--- config.mk ---
export PLATFORM = sky130hd
export DESIGN_NAME = id_ex_pipe_flat
export DESIGN_NICKNAME = d
export VERILOG_FILES = /design/src/rtl/id_ex_pipe_pkg.sv /design/src/rtl/id_ex_pipe_if.sv /design/src/rtl/id_ex_pipe_hazard_detect.sv /design/src/rtl/id_ex_pipe.sv /design/src/flat_wrapper.sv
export SDC_FILE = /design/constraint.sdc
export NUM_CORES = 1
export LEC_CHECK = 0
export ABC_CLOCK_PERIOD_IN_PS = 4600
export CAP_MARGIN = 30
export CORE_ASPECT_RATIO = 0.6
export CORE_UTILIZATION = 43
export DETAILED_ROUTE_END_ITERATION = 10
export GPL_ROUTABILITY_DRIVEN = 0
export PLACE_DENSITY = 0.94
export SLEW_MARGIN = 20
export SYNTH_ARGS = -nofsm -noshare
export SYNTH_HDL_FRONTEND = slang
export SYNTH_HIERARCHICAL = 1
export SYNTH_SLANG_ARGS = --single-unit
--- constraint.sdc ---
create_clock -name clk -period 4.6 [get_ports clk]
set_input_delay 0.69 -clock clk [delete_from_list [all_inputs] [get_ports clk]]
set_output_delay 0.69 -clock clk [all_outputs]
set_load 0.01 [all_outputs]
--- src/rtl/id_ex_pipe_pkg.sv ---
`default_nettype none
// ============================================================================
//  Module   : id_ex_pipe_pkg
//  Purpose  : Shared widths, bubble encoding, opcode constants and the
//             memory/writeback control bundle for the ID/EX pipeline slice.
//  Ports    : none (package)
//  Revision : 1.0  initial release
// ============================================================================
package id_ex_pipe_pkg;

    localparam int DATA_W = 16;
    localparam int RA_W   = 4;

    // instr_EX value presented while the EX slot holds a bubble
    localparam logic [DATA_W-1:0] BUBBLE_INSTR = 16'h0000;

    // Opcode field values (instr[15:12]) of interest to later stages
    localparam logic [3:0] c_OP_HLT = 4'hF;
    localparam logic [3:0] c_OP_LW  = 4'h8;
    localparam logic [3:0] c_OP_SW  = 4'h9;

    typedef struct packed {
        logic LdByte;
        logic MemOp;
        logic MemRead;
        logic MemWrite;
        logic RegWrite;
        logic Halt;
    } ctrl_t;

    // All-inactive control bundle carried by a bubble
    function automatic ctrl_t ctrl_none();
        return '0;
    endfunction

endpackage
`default_nettype wire

--- src/rtl/id_ex_pipe_if.sv ---
`default_nettype none
// ============================================================================
//  Module   : id_ex_pipe_if
//  Purpose  : Bundles the ID-stage inputs, pipeline control and EX-stage
//             outputs of the ID/EX register.
//  Ports    : master - decode side: drives ID fields, stall_in, flush;
//                      observes EX fields, load_use_stall, halted.
//             slave  - the pipeline register itself (opposite directions).
//  Revision : 1.0  initial release
// ============================================================================
interface id_ex_pipe_if;
    import id_ex_pipe_pkg::*;

    // ID-stage side
    logic [DATA_W-1:0] instr_ID;
    logic [DATA_W-1:0] RegData1_ID;
    logic [DATA_W-1:0] RegData2_ID;
    logic [DATA_W-1:0] pcs_ID;
    logic              LdByte_ID;
    logic              MemOp_ID;
    logic              MemRead_ID;
    logic              MemWrite_ID;
    logic              RegWrite_ID;
    logic              Halt_ID;
    logic [RA_W-1:0]   rs_ID;
    logic [RA_W-1:0]   rt_ID;
    logic [RA_W-1:0]   rd_ID;
    logic              rs_used_ID;
    logic              rt_used_ID;
    logic              stall_in;
    logic              flush;

    // EX-stage side
    logic [DATA_W-1:0] instr_EX;
    logic [DATA_W-1:0] RegData1_EX;
    logic [DATA_W-1:0] RegData2_EX;
    logic [DATA_W-1:0] pcs_EX;
    logic              LdByte_EX;
    logic              MemOp_EX;
    logic              MemRead_EX;
    logic              MemWrite_EX;
    logic              RegWrite_EX;
    logic              Halt_EX;
    logic [RA_W-1:0]   rs_EX;
    logic [RA_W-1:0]   rt_EX;
    logic [RA_W-1:0]   rd_EX;
    logic              valid_EX;
    logic              load_use_stall;
    logic              halted;

    modport master (
        output instr_ID, RegData1_ID, RegData2_ID, pcs_ID,
               LdByte_ID, MemOp_ID, MemRead_ID, MemWrite_ID, RegWrite_ID, Halt_ID,
               rs_ID, rt_ID, rd_ID, rs_used_ID, rt_used_ID, stall_in, flush,
        input  instr_EX, RegData1_EX, RegData2_EX, pcs_EX,
               LdByte_EX, MemOp_EX, MemRead_EX, MemWrite_EX, RegWrite_EX, Halt_EX,
               rs_EX, rt_EX, rd_EX, valid_EX, load_use_stall, halted
    );

    modport slave (
        input  instr_ID, RegData1_ID, RegData2_ID, pcs_ID,
               LdByte_ID, MemOp_ID, MemRead_ID, MemWrite_ID, RegWrite_ID, Halt_ID,
               rs_ID, rt_ID, rd_ID, rs_used_ID, rt_used_ID, stall_in, flush,
        output instr_EX, RegData1_EX, RegData2_EX, pcs_EX,
               LdByte_EX, MemOp_EX, MemRead_EX, MemWrite_EX, RegWrite_EX, Halt_EX,
               rs_EX, rt_EX, rd_EX, valid_EX, load_use_stall, halted
    );

endinterface
`default_nettype wire

--- src/rtl/id_ex_pipe_hazard_detect.sv ---
`default_nettype none
// ============================================================================
//  Module   : id_ex_pipe_hazard_detect
//  Purpose  : Combinational load-use hazard detection. Flags when the load
//             sitting in EX writes a register that the ID instruction reads.
//  Ports    : i_valid_ex, i_mem_read_ex, i_reg_write_ex, i_rd_ex - EX load
//             i_rs_id, i_rt_id, i_rs_used_id, i_rt_used_id       - ID reads
//             o_load_use_stall                                    - hazard
//  Revision : 1.0  initial release
// ============================================================================
module id_ex_pipe_hazard_detect
    import id_ex_pipe_pkg::*;
(
    input  wire logic            i_valid_ex,
    input  wire logic            i_mem_read_ex,
    input  wire logic            i_reg_write_ex,
    input  wire logic [RA_W-1:0] i_rd_ex,
    input  wire logic [RA_W-1:0] i_rs_id,
    input  wire logic [RA_W-1:0] i_rt_id,
    input  wire logic            i_rs_used_id,
    input  wire logic            i_rt_used_id,
    output logic                 o_load_use_stall
);

    logic w_ex_is_load;
    logic w_src_match;

    // Register 0 is hard-wired, so a load targeting it never creates a hazard
    assign w_ex_is_load = i_valid_ex & i_mem_read_ex & i_reg_write_ex & (i_rd_ex != '0);

    assign w_src_match  = (i_rs_used_id & (i_rs_id == i_rd_ex)) |
                          (i_rt_used_id & (i_rt_id == i_rd_ex));

    assign o_load_use_stall = w_ex_is_load & w_src_match;

endmodule
`default_nettype wire

--- src/rtl/id_ex_pipe.sv ---
`default_nettype none
// ============================================================================
//  Module   : id_ex_pipe
//  Purpose  : ID/EX pipeline register. Captures the decoded instruction,
//             operands, pcs, controls and register addresses each cycle, with
//             downstream stall, deferred branch flush, load-use bubble
//             insertion and a sticky halt.
//  Ports    : clk   - rising-edge clock
//             rst_n - synchronous active-low reset
//             bus   - id_ex_pipe_if.slave: ID inputs, stall_in, flush in;
//                     EX outputs, valid_EX, load_use_stall, halted out
//  Revision : 1.0  initial release
// ============================================================================
module id_ex_pipe
    import id_ex_pipe_pkg::*;
(
    input  wire logic    clk,
    input  wire logic    rst_n,
    id_ex_pipe_if.slave  bus
);

    logic [DATA_W-1:0] r_instr;
    logic [DATA_W-1:0] r_data1;
    logic [DATA_W-1:0] r_data2;
    logic [DATA_W-1:0] r_pcs;
    ctrl_t             r_ctrl;
    logic [RA_W-1:0]   r_rs;
    logic [RA_W-1:0]   r_rt;
    logic [RA_W-1:0]   r_rd;
    logic              r_valid;
    logic              r_halted;
    // A flush seen while stalled is remembered and applied on the first
    // unstalled cycle, so the killed instruction cannot slip through.
    logic              r_flush_pending;

    ctrl_t             w_ctrl_id;
    logic              w_load_use;
    logic              w_bubble;

    assign w_ctrl_id = '{
        LdByte   : bus.LdByte_ID,
        MemOp    : bus.MemOp_ID,
        MemRead  : bus.MemRead_ID,
        MemWrite : bus.MemWrite_ID,
        RegWrite : bus.RegWrite_ID,
        Halt     : bus.Halt_ID
    };

    id_ex_pipe_hazard_detect u_hazard (
        .i_valid_ex       (r_valid),
        .i_mem_read_ex    (r_ctrl.MemRead),
        .i_reg_write_ex   (r_ctrl.RegWrite),
        .i_rd_ex          (r_rd),
        .i_rs_id          (bus.rs_ID),
        .i_rt_id          (bus.rt_ID),
        .i_rs_used_id     (bus.rs_used_ID),
        .i_rt_used_id     (bus.rt_used_ID),
        .o_load_use_stall (w_load_use)
    );

    // Any of these turns the capture into a bubble; halted dominates because
    // nothing may enter EX after a halt until reset.
    assign w_bubble = r_halted | bus.flush | r_flush_pending | w_load_use;

    always_ff @(posedge clk) begin
        if (!rst_n) begin
            r_instr         <= BUBBLE_INSTR;
            r_data1         <= '0;
            r_data2         <= '0;
            r_pcs           <= '0;
            r_ctrl          <= ctrl_none();
            r_rs            <= '0;
            r_rt            <= '0;
            r_rd            <= '0;
            r_valid         <= 1'b0;
            r_halted        <= 1'b0;
            r_flush_pending <= 1'b0;
        end else if (bus.stall_in) begin
            if (bus.flush) begin
                r_flush_pending <= 1'b1;
            end
        end else if (w_bubble) begin
            // Data, pcs and addresses keep their old values on a bubble;
            // only the fields that can cause side effects are cleared.
            r_instr         <= BUBBLE_INSTR;
            r_ctrl          <= ctrl_none();
            r_valid         <= 1'b0;
            r_flush_pending <= 1'b0;
        end else begin
            r_instr  <= bus.instr_ID;
            r_data1  <= bus.RegData1_ID;
            r_data2  <= bus.RegData2_ID;
            r_pcs    <= bus.pcs_ID;
            r_ctrl   <= w_ctrl_id;
            r_rs     <= bus.rs_ID;
            r_rt     <= bus.rt_ID;
            r_rd     <= bus.rd_ID;
            r_valid  <= 1'b1;
            if (bus.Halt_ID) begin
                r_halted <= 1'b1;
            end
        end
    end

    assign bus.instr_EX       = r_instr;
    assign bus.RegData1_EX    = r_data1;
    assign bus.RegData2_EX    = r_data2;
    assign bus.pcs_EX         = r_pcs;
    assign bus.LdByte_EX      = r_ctrl.LdByte;
    assign bus.MemOp_EX       = r_ctrl.MemOp;
    assign bus.MemRead_EX     = r_ctrl.MemRead;
    assign bus.MemWrite_EX    = r_ctrl.MemWrite;
    assign bus.RegWrite_EX    = r_ctrl.RegWrite;
    assign bus.Halt_EX        = r_ctrl.Halt;
    assign bus.rs_EX          = r_rs;
    assign bus.rt_EX          = r_rt;
    assign bus.rd_EX          = r_rd;
    assign bus.valid_EX       = r_valid;
    assign bus.load_use_stall = w_load_use;
    assign bus.halted         = r_halted;

endmodule
`default_nettype wire
--- src/flat_wrapper.sv ---
// flat-port wrapper written by rule: the top's interface ports become plain ports
module id_ex_pipe_flat import id_ex_pipe_pkg::*;
  (clk, rst_n, bus_instr_ID, bus_RegData1_ID, bus_RegData2_ID, bus_pcs_ID, bus_LdByte_ID, bus_MemOp_ID, bus_MemRead_ID, bus_MemWrite_ID, bus_RegWrite_ID, bus_Halt_ID, bus_rs_ID, bus_rt_ID, bus_rd_ID, bus_rs_used_ID, bus_rt_used_ID, bus_stall_in, bus_flush, bus_instr_EX, bus_RegData1_EX, bus_RegData2_EX, bus_pcs_EX, bus_LdByte_EX, bus_MemOp_EX, bus_MemRead_EX, bus_MemWrite_EX, bus_RegWrite_EX, bus_Halt_EX, bus_rs_EX, bus_rt_EX, bus_rd_EX, bus_valid_EX, bus_load_use_stall, bus_halted);
  id_ex_pipe_if bus_i ();
  input  wire logic clk;
  input  wire logic rst_n;
  input wire logic [$bits(bus_i.instr_ID)-1:0] bus_instr_ID;
  input wire logic [$bits(bus_i.RegData1_ID)-1:0] bus_RegData1_ID;
  input wire logic [$bits(bus_i.RegData2_ID)-1:0] bus_RegData2_ID;
  input wire logic [$bits(bus_i.pcs_ID)-1:0] bus_pcs_ID;
  input wire logic [$bits(bus_i.LdByte_ID)-1:0] bus_LdByte_ID;
  input wire logic [$bits(bus_i.MemOp_ID)-1:0] bus_MemOp_ID;
  input wire logic [$bits(bus_i.MemRead_ID)-1:0] bus_MemRead_ID;
  input wire logic [$bits(bus_i.MemWrite_ID)-1:0] bus_MemWrite_ID;
  input wire logic [$bits(bus_i.RegWrite_ID)-1:0] bus_RegWrite_ID;
  input wire logic [$bits(bus_i.Halt_ID)-1:0] bus_Halt_ID;
  input wire logic [$bits(bus_i.rs_ID)-1:0] bus_rs_ID;
  input wire logic [$bits(bus_i.rt_ID)-1:0] bus_rt_ID;
  input wire logic [$bits(bus_i.rd_ID)-1:0] bus_rd_ID;
  input wire logic [$bits(bus_i.rs_used_ID)-1:0] bus_rs_used_ID;
  input wire logic [$bits(bus_i.rt_used_ID)-1:0] bus_rt_used_ID;
  input wire logic [$bits(bus_i.stall_in)-1:0] bus_stall_in;
  input wire logic [$bits(bus_i.flush)-1:0] bus_flush;
  output wire logic [$bits(bus_i.instr_EX)-1:0] bus_instr_EX;
  output wire logic [$bits(bus_i.RegData1_EX)-1:0] bus_RegData1_EX;
  output wire logic [$bits(bus_i.RegData2_EX)-1:0] bus_RegData2_EX;
  output wire logic [$bits(bus_i.pcs_EX)-1:0] bus_pcs_EX;
  output wire logic [$bits(bus_i.LdByte_EX)-1:0] bus_LdByte_EX;
  output wire logic [$bits(bus_i.MemOp_EX)-1:0] bus_MemOp_EX;
  output wire logic [$bits(bus_i.MemRead_EX)-1:0] bus_MemRead_EX;
  output wire logic [$bits(bus_i.MemWrite_EX)-1:0] bus_MemWrite_EX;
  output wire logic [$bits(bus_i.RegWrite_EX)-1:0] bus_RegWrite_EX;
  output wire logic [$bits(bus_i.Halt_EX)-1:0] bus_Halt_EX;
  output wire logic [$bits(bus_i.rs_EX)-1:0] bus_rs_EX;
  output wire logic [$bits(bus_i.rt_EX)-1:0] bus_rt_EX;
  output wire logic [$bits(bus_i.rd_EX)-1:0] bus_rd_EX;
  output wire logic [$bits(bus_i.valid_EX)-1:0] bus_valid_EX;
  output wire logic [$bits(bus_i.load_use_stall)-1:0] bus_load_use_stall;
  output wire logic [$bits(bus_i.halted)-1:0] bus_halted;
  assign bus_i.instr_ID = bus_instr_ID;
  assign bus_i.RegData1_ID = bus_RegData1_ID;
  assign bus_i.RegData2_ID = bus_RegData2_ID;
  assign bus_i.pcs_ID = bus_pcs_ID;
  assign bus_i.LdByte_ID = bus_LdByte_ID;
  assign bus_i.MemOp_ID = bus_MemOp_ID;
  assign bus_i.MemRead_ID = bus_MemRead_ID;
  assign bus_i.MemWrite_ID = bus_MemWrite_ID;
  assign bus_i.RegWrite_ID = bus_RegWrite_ID;
  assign bus_i.Halt_ID = bus_Halt_ID;
  assign bus_i.rs_ID = bus_rs_ID;
  assign bus_i.rt_ID = bus_rt_ID;
  assign bus_i.rd_ID = bus_rd_ID;
  assign bus_i.rs_used_ID = bus_rs_used_ID;
  assign bus_i.rt_used_ID = bus_rt_used_ID;
  assign bus_i.stall_in = bus_stall_in;
  assign bus_i.flush = bus_flush;
  assign bus_instr_EX = bus_i.instr_EX;
  assign bus_RegData1_EX = bus_i.RegData1_EX;
  assign bus_RegData2_EX = bus_i.RegData2_EX;
  assign bus_pcs_EX = bus_i.pcs_EX;
  assign bus_LdByte_EX = bus_i.LdByte_EX;
  assign bus_MemOp_EX = bus_i.MemOp_EX;
  assign bus_MemRead_EX = bus_i.MemRead_EX;
  assign bus_MemWrite_EX = bus_i.MemWrite_EX;
  assign bus_RegWrite_EX = bus_i.RegWrite_EX;
  assign bus_Halt_EX = bus_i.Halt_EX;
  assign bus_rs_EX = bus_i.rs_EX;
  assign bus_rt_EX = bus_i.rt_EX;
  assign bus_rd_EX = bus_i.rd_EX;
  assign bus_valid_EX = bus_i.valid_EX;
  assign bus_load_use_stall = bus_i.load_use_stall;
  assign bus_halted = bus_i.halted;
  id_ex_pipe u_core (.clk(clk), .rst_n(rst_n), .bus(bus_i));
endmodule
Yosys cells after proc, flatten, opt, wreduce, memory -nomap -nowiden
Cells that the tools add are included.
{"block": "word_totals", "register_bits": 85, "latchBits": 0, "ramBits": 0, "rom_bits": 0, "input_bits": 88, "output_inout_bits": 85, "elab_cells": 42, "mem_count": 0}
{"block": "op_classes", "addsub": 0, "n_mul": 0, "div": 0, "order_cmp": 0, "n_eq_ne": 3, "n_shift": 0, "mux": 6, "bitwise_logic": 12, "reduce_logical": 5}
{"cell": "$mux 16", "count": 1}
{"cell": "$eq 4x4->1", "count": 2}
{"cell": "$and 1x1->1", "count": 6}
{"cell": "$mux 6", "count": 1}
{"cell": "$mux 1", "count": 4}
{"cell": "$or 1x1->1", "count": 4}
{"cell": "$reduce_and 2->1", "count": 2}
{"cell": "$reduce_bool 4->1", "count": 1}
{"cell": "$reduce_and 3->1", "count": 1}
{"cell": "$ne 2x1->1 const B", "count": 1}
{"cell": "$not 1->1", "count": 2}
{"cell": "$reduce_bool 2->1", "count": 1}

Logic depth before layout (Yosys ltp)
{"block": "depth", "word_depth": 7, "mapped_depth": 8, "mapped_depth_nobuf": 6}

Cells and area by module
The synthesis kept the hierarchy.
{"module": "id_ex_pipe", "n_inst": 1, "cells_per_inst": 322, "area_each_um2": 3301.9, "seq_area_each_um2": 1701.6}
{"module": "id_ex_pipe_hazard_detect", "n_inst": 1, "cells_per_inst": 15, "area_each_um2": 108.9, "seq_area_each_um2": 0.0}

Worst setup path after synthesis
Ideal clock, no wire load.
{"block": "synth_path", "path_type": "input-to-reg", "startpoint": "input bus_rs_ID[1]", "endpoint": "register u_core.r_ctrl (netlist bit u_core/bus.Halt_EX)", "setup_ns": 0.117, "arrival_ns": 2.078, "t_required_ns": 4.483, "setup_slack_ns": 2.405, "path_stages": 7, "path_buffers": 1, "path_cell_list": "xor2_1 -> nor3_1 -> nand3_1 -> a21oi_1 -> and4bb_4 -> buf_6 -> a22o_1"}
{"block": "synth_between", "elab_chain_len": 6}
{"item": "start: declaration", "line_no": "flat_wrapper.sv:17", "text": "input wire logic [$bits(bus_i.rs_ID)-1:0] bus_rs_ID;"}
{"item": "$eq 4x4->1", "line_no": "id_ex_pipe_hazard_detect.sv:31", "text": "assign w_src_match = (i_rs_used_id & (i_rs_id == i_rd_ex)) |"}
{"item": "$and 1x1->1", "line_no": "id_ex_pipe_hazard_detect.sv:31"}
{"item": "$or 1x1->1", "line_no": "id_ex_pipe_hazard_detect.sv:31"}
{"item": "$and 1x1->1", "line_no": "id_ex_pipe_hazard_detect.sv:34", "text": "assign o_load_use_stall = w_ex_is_load & w_src_match;"}
{"item": "net bus_load_use_stall", "line_no": "flat_wrapper.sv:38", "text": "output wire logic [$bits(bus_i.load_use_stall)-1:0] bus_load_use_stall;"}
{"item": "$or 1x1->1", "line_no": "id_ex_pipe.sv:63", "text": "assign w_bubble = r_halted | bus.flush | r_flush_pending | w_load_use;"}
{"item": "$mux 6", "line_no": "id_ex_pipe.sv:82", "text": "end else if (w_bubble) begin"}
{"item": "end signal: assignment", "line_no": "id_ex_pipe.sv:71", "text": "r_ctrl <= ctrl_none();"}
{"item": "end signal: assignment", "line_no": "id_ex_pipe.sv:86", "text": "r_ctrl <= ctrl_none();"}
{"item": "end signal: assignment", "line_no": "id_ex_pipe.sv:94", "text": "r_ctrl <= w_ctrl_id;"}
{"item": "end: declaration", "line_no": "id_ex_pipe.sv:26", "text": "ctrl_t r_ctrl;"}
The timed path passes the listed nets, and every way through them passes these cells.
A chain may end at the register's enable or synchronous reset.

Final worst setup path
{"block": "layout_path", "startpoint": "input bus_rs_ID[1]", "endpoint": "output bus_load_use_stall"}
{"block": "layout_between", "elab_chain_len": 4}
{"item": "$eq 4x4->1", "line_no": "id_ex_pipe_hazard_detect.sv:31"}
{"item": "$and 1x1->1", "line_no": "id_ex_pipe_hazard_detect.sv:31"}
{"item": "$or 1x1->1", "line_no": "id_ex_pipe_hazard_detect.sv:31"}
{"item": "$and 1x1->1", "line_no": "id_ex_pipe_hazard_detect.sv:34"}
{"item": "end: declaration", "line_no": "flat_wrapper.sv:38"}
No other way between the ends.

==> impl_results.md <==
* Inserted Diodes at 0
* Post-synth cell types at 24
* Post-synth EDFFs at 0
* Synth top cells by count: nand2_1, dfxtp_1, mux2i_1, a22o_1, buf_2
* Crit share post-route at 73.4%
* Clk_skew at 6.96 ps
* Clk root buf: clkbuf_16
* Count leader, synth: nand2_1
* CTS tree: yes
* Core box area at 7480 µm²
* Register area share after synthesis at 49.9%
* Status: finished clean
* H-tree depth at 3
* Largest net degree at the start of global routing at 69
* WP data arrival at 2690 ps
* Post-CTS setup buffers at 0
* Final Hold Fails at 0
* Hpwl dp at 6.28 mm
* FF+latch count, synth at 85
* CTS buffer count at 9
* Slew @ Worst Pin at 839 ps
* Post-Syn Nets at 425
* Violation count after the first detailed-route iteration at 161
* Worst hold path depth at 2
* R2r setup slk at 2300 ps
* Post-Route Utilization at 70.9%
* Clock latency on the worst-skew pair at 320 ps
* Max_cap viols at 0
* Layout cell share with drive strength beyond 1 at 4.59%
* Power density over the cells at 328 nW/µm²
* Drt via density at 4.76
* Maximum root-to-sink buffer count at 2
* Maximum vdd drop at 0.207 mV
* TNS Setup at 0 ps
* Path depth of the worst reg2reg path at 6
* Initial antenna violation count at 0
* Synth Warn # at 6
* Synth top area share at 49.9%
* Antenna-violating nets left at 0
* Max-slew violations at 0
* Worst R2R End: u_core/bus.RegData2_EX[3]
* Io pins at 173
* Post-layout net count at 585
* DR WL/cell at 14.3 µm
* PortBufs at 172
* Wire length of the first global-routing pass at 13.6 mm
* RR Startpoint: u_core/bus.rd_EX[0]
* Most area-consuming cells after synthesis: dfxtp_1, mux2i_1, nand2_1
* Area growth syn-to-layout at 55.4%
* GRT Util Overall at 21.3%
* Fmax at 296 MHz
* Die W at 117 µm
* Vias at 2882
* Synth Cell Area at 3410 µm²
* Clock sink count at 85
* Async set-reset flop share out of synthesis at 0%
* Hold_sp: u_core/bus.RegData2_EX[6]
* Worst setup EP type: output port
* CP max FO at 3
* Grt ovf at 0
* Static Leakage at 0.00203 µW
* Avg Inst Size Synth at 10.1 µm²
* Worst Path Required at 3910 ps
* Vias in the first global route at 2903
* Die height at 71.0 µm
* Layout fillers at 530
* DR pass1 iterations at 4
* Cts repair resizes at 0
* Synth Flop Type: dfxtp_1
* Unrepaired setup endpoints after global routing: no
* Min-delay worst type: reg -> reg
* WL final at 8.67 mm
* Cts-stage hold buffer count at 0
* Initial Utilization at 45.6%
* Critical path class: in -> out
* Worst hold endpoint: u_core/bus.RegData2_EX[6]
* Num rows at 24
* Final setup fails at 0
* Area leader, netlist: dfxtp_1
* Total Die Area at 8300 µm²
* Minimum clock period at 3380 ps
* DRC at 0
* Cells after synthesis at 337
* Critical path startpoint category: primary input
* CTS clock-pin slew for the worst setup and hold paths at 60 ps
* Max-slew headroom at 44.1%
-- kinds of logic (layout without fill, tap and decap cells) --
family,after synthesis,after routing,synth area share [%]
muxes,60,60,17.6
and+or+nand+nor,133,133,16.3
xor gates and xnor gates,8,8,2.05
AOI/OAI and AO/OA,25,25,6.27
DFF,85,85,49.9
buffers and inverters,26,190,7.92
-- cell type report --
cell class | instances | area, µm² | area share [%]
timing repair buffer | 175 | 1740 | 32.9
sequential | 85 | 1700 | 32.1
multi-input combinational | 226 | 1440 | 27.2
clock buffer | 12 | 267 | 5.03
tap | 104 | 130 | 2.46
clock inverter | 3 | 20.0 | 0.378
-- through the flow --
stage / setup slack [ps] / power [µW] / std cells / area, µm² / hold WS (ps)
after floorplan: 2410 / 933 / 337 / 3410 / 479
after global placement: 1260 / 1070 / 590 / 5010 / 441
after detailed placement: 1220 / 1080 / 590 / 5010 / 450
after CTS: 1210 / 1760 / 605 / 5300 / 459
after global routing: 1100 / 1810 / 605 / 5300 / 476
final: 1220 / 1740 / 605 / 5300 / 454
-- power breakdown --
part | switching [µW] | internal, µW | leakage (µW) | total (µW)
Sequential | 21.7 | 773 | 0.000693 | 794
Combinational | 106 | 164 | 0.00120 | 270
Clock | 270 | 406 | 0.000137 | 676
-- how the worst max path moves through the flow --
stage / from / end / cells past startpoint
floorplan: bus_rs_ID[1] / u_core/bus.Halt_EX / 7
global placement: bus_rs_ID[0] / bus_load_use_stall / 6
detailed placement: bus_rs_ID[1] / bus_load_use_stall / 6
CTS: bus_rs_ID[1] / bus_load_use_stall / 6
global route: bus_rs_ID[1] / bus_load_use_stall / 6
finish: bus_rs_ID[1] / bus_load_use_stall / 6
-- critical path, stage by stage --
cell and delay, ps:
clkdlybuf4s50_1 440, xor2_1 160, nor3_1 240, nand3_1 130
a21oi_1 400, clkdlybuf4s50_1 630
-- registers in the layout, summed over array words and instances (netlist names) --
signal,count
u_core/bus.rd_EX,4
u_core/bus.rt_EX,4
u_core/bus.RegData1_EX,16
u_core/bus.MemRead_EX,1
u_core/bus.MemOp_EX,1
u_core/bus.LdByte_EX,1
u_core/bus.valid_EX,1
u_core/bus.RegData2_EX,16
u_core/bus.MemWrite_EX,1
u_core/bus.RegWrite_EX,1
u_core/bus.instr_EX,16
u_core/bus.Halt_EX,1
u_core/r_flush_pending,1
u_core/bus.rs_EX,4
u_core/bus.pcs_EX,16
u_core/bus.halted,1
-- cells in the final DEF, fill, tap and decap left out --
cell type        synthesis  routed
or2_4                    1       1
dfxtp_1                 85      85
mux2i_1                 60      60
o21a_1                   1       1
nand3_1                  2       2
nor4_4                   1       1
buf_4                    0       4
and2_1                   2       2
xor2_1                   6       6
nor3_1                   2       2
nor2_1                   1       1
clkdlybuf4s50_1          0     171
xnor2_1                  2       2
and2_2                   1       1
clkbuf_16                0       9
nand2_1                120     120
clkinv_2                 0       1
and4bb_4                 1       1
a22o_1                  23      23
clkbuf_8                 0       3
clkinvlp_4               0       2
nand4_1                  1       1
a21oi_1                  1       1
or4_1                    1       1
-- routing by layer --
layer / GRT usage (%) / part of all wire [%] / vias up
li1: - / - / 1441
met1: 24.7 / 44 / 1314
met2: 35.7 / 45 / 117
met3: 9.60 / 9.6 / 10
met4: 5.91 / 0.90 / 0
met5: 0 / 0 / -
(Power assumes the default switching activity.)
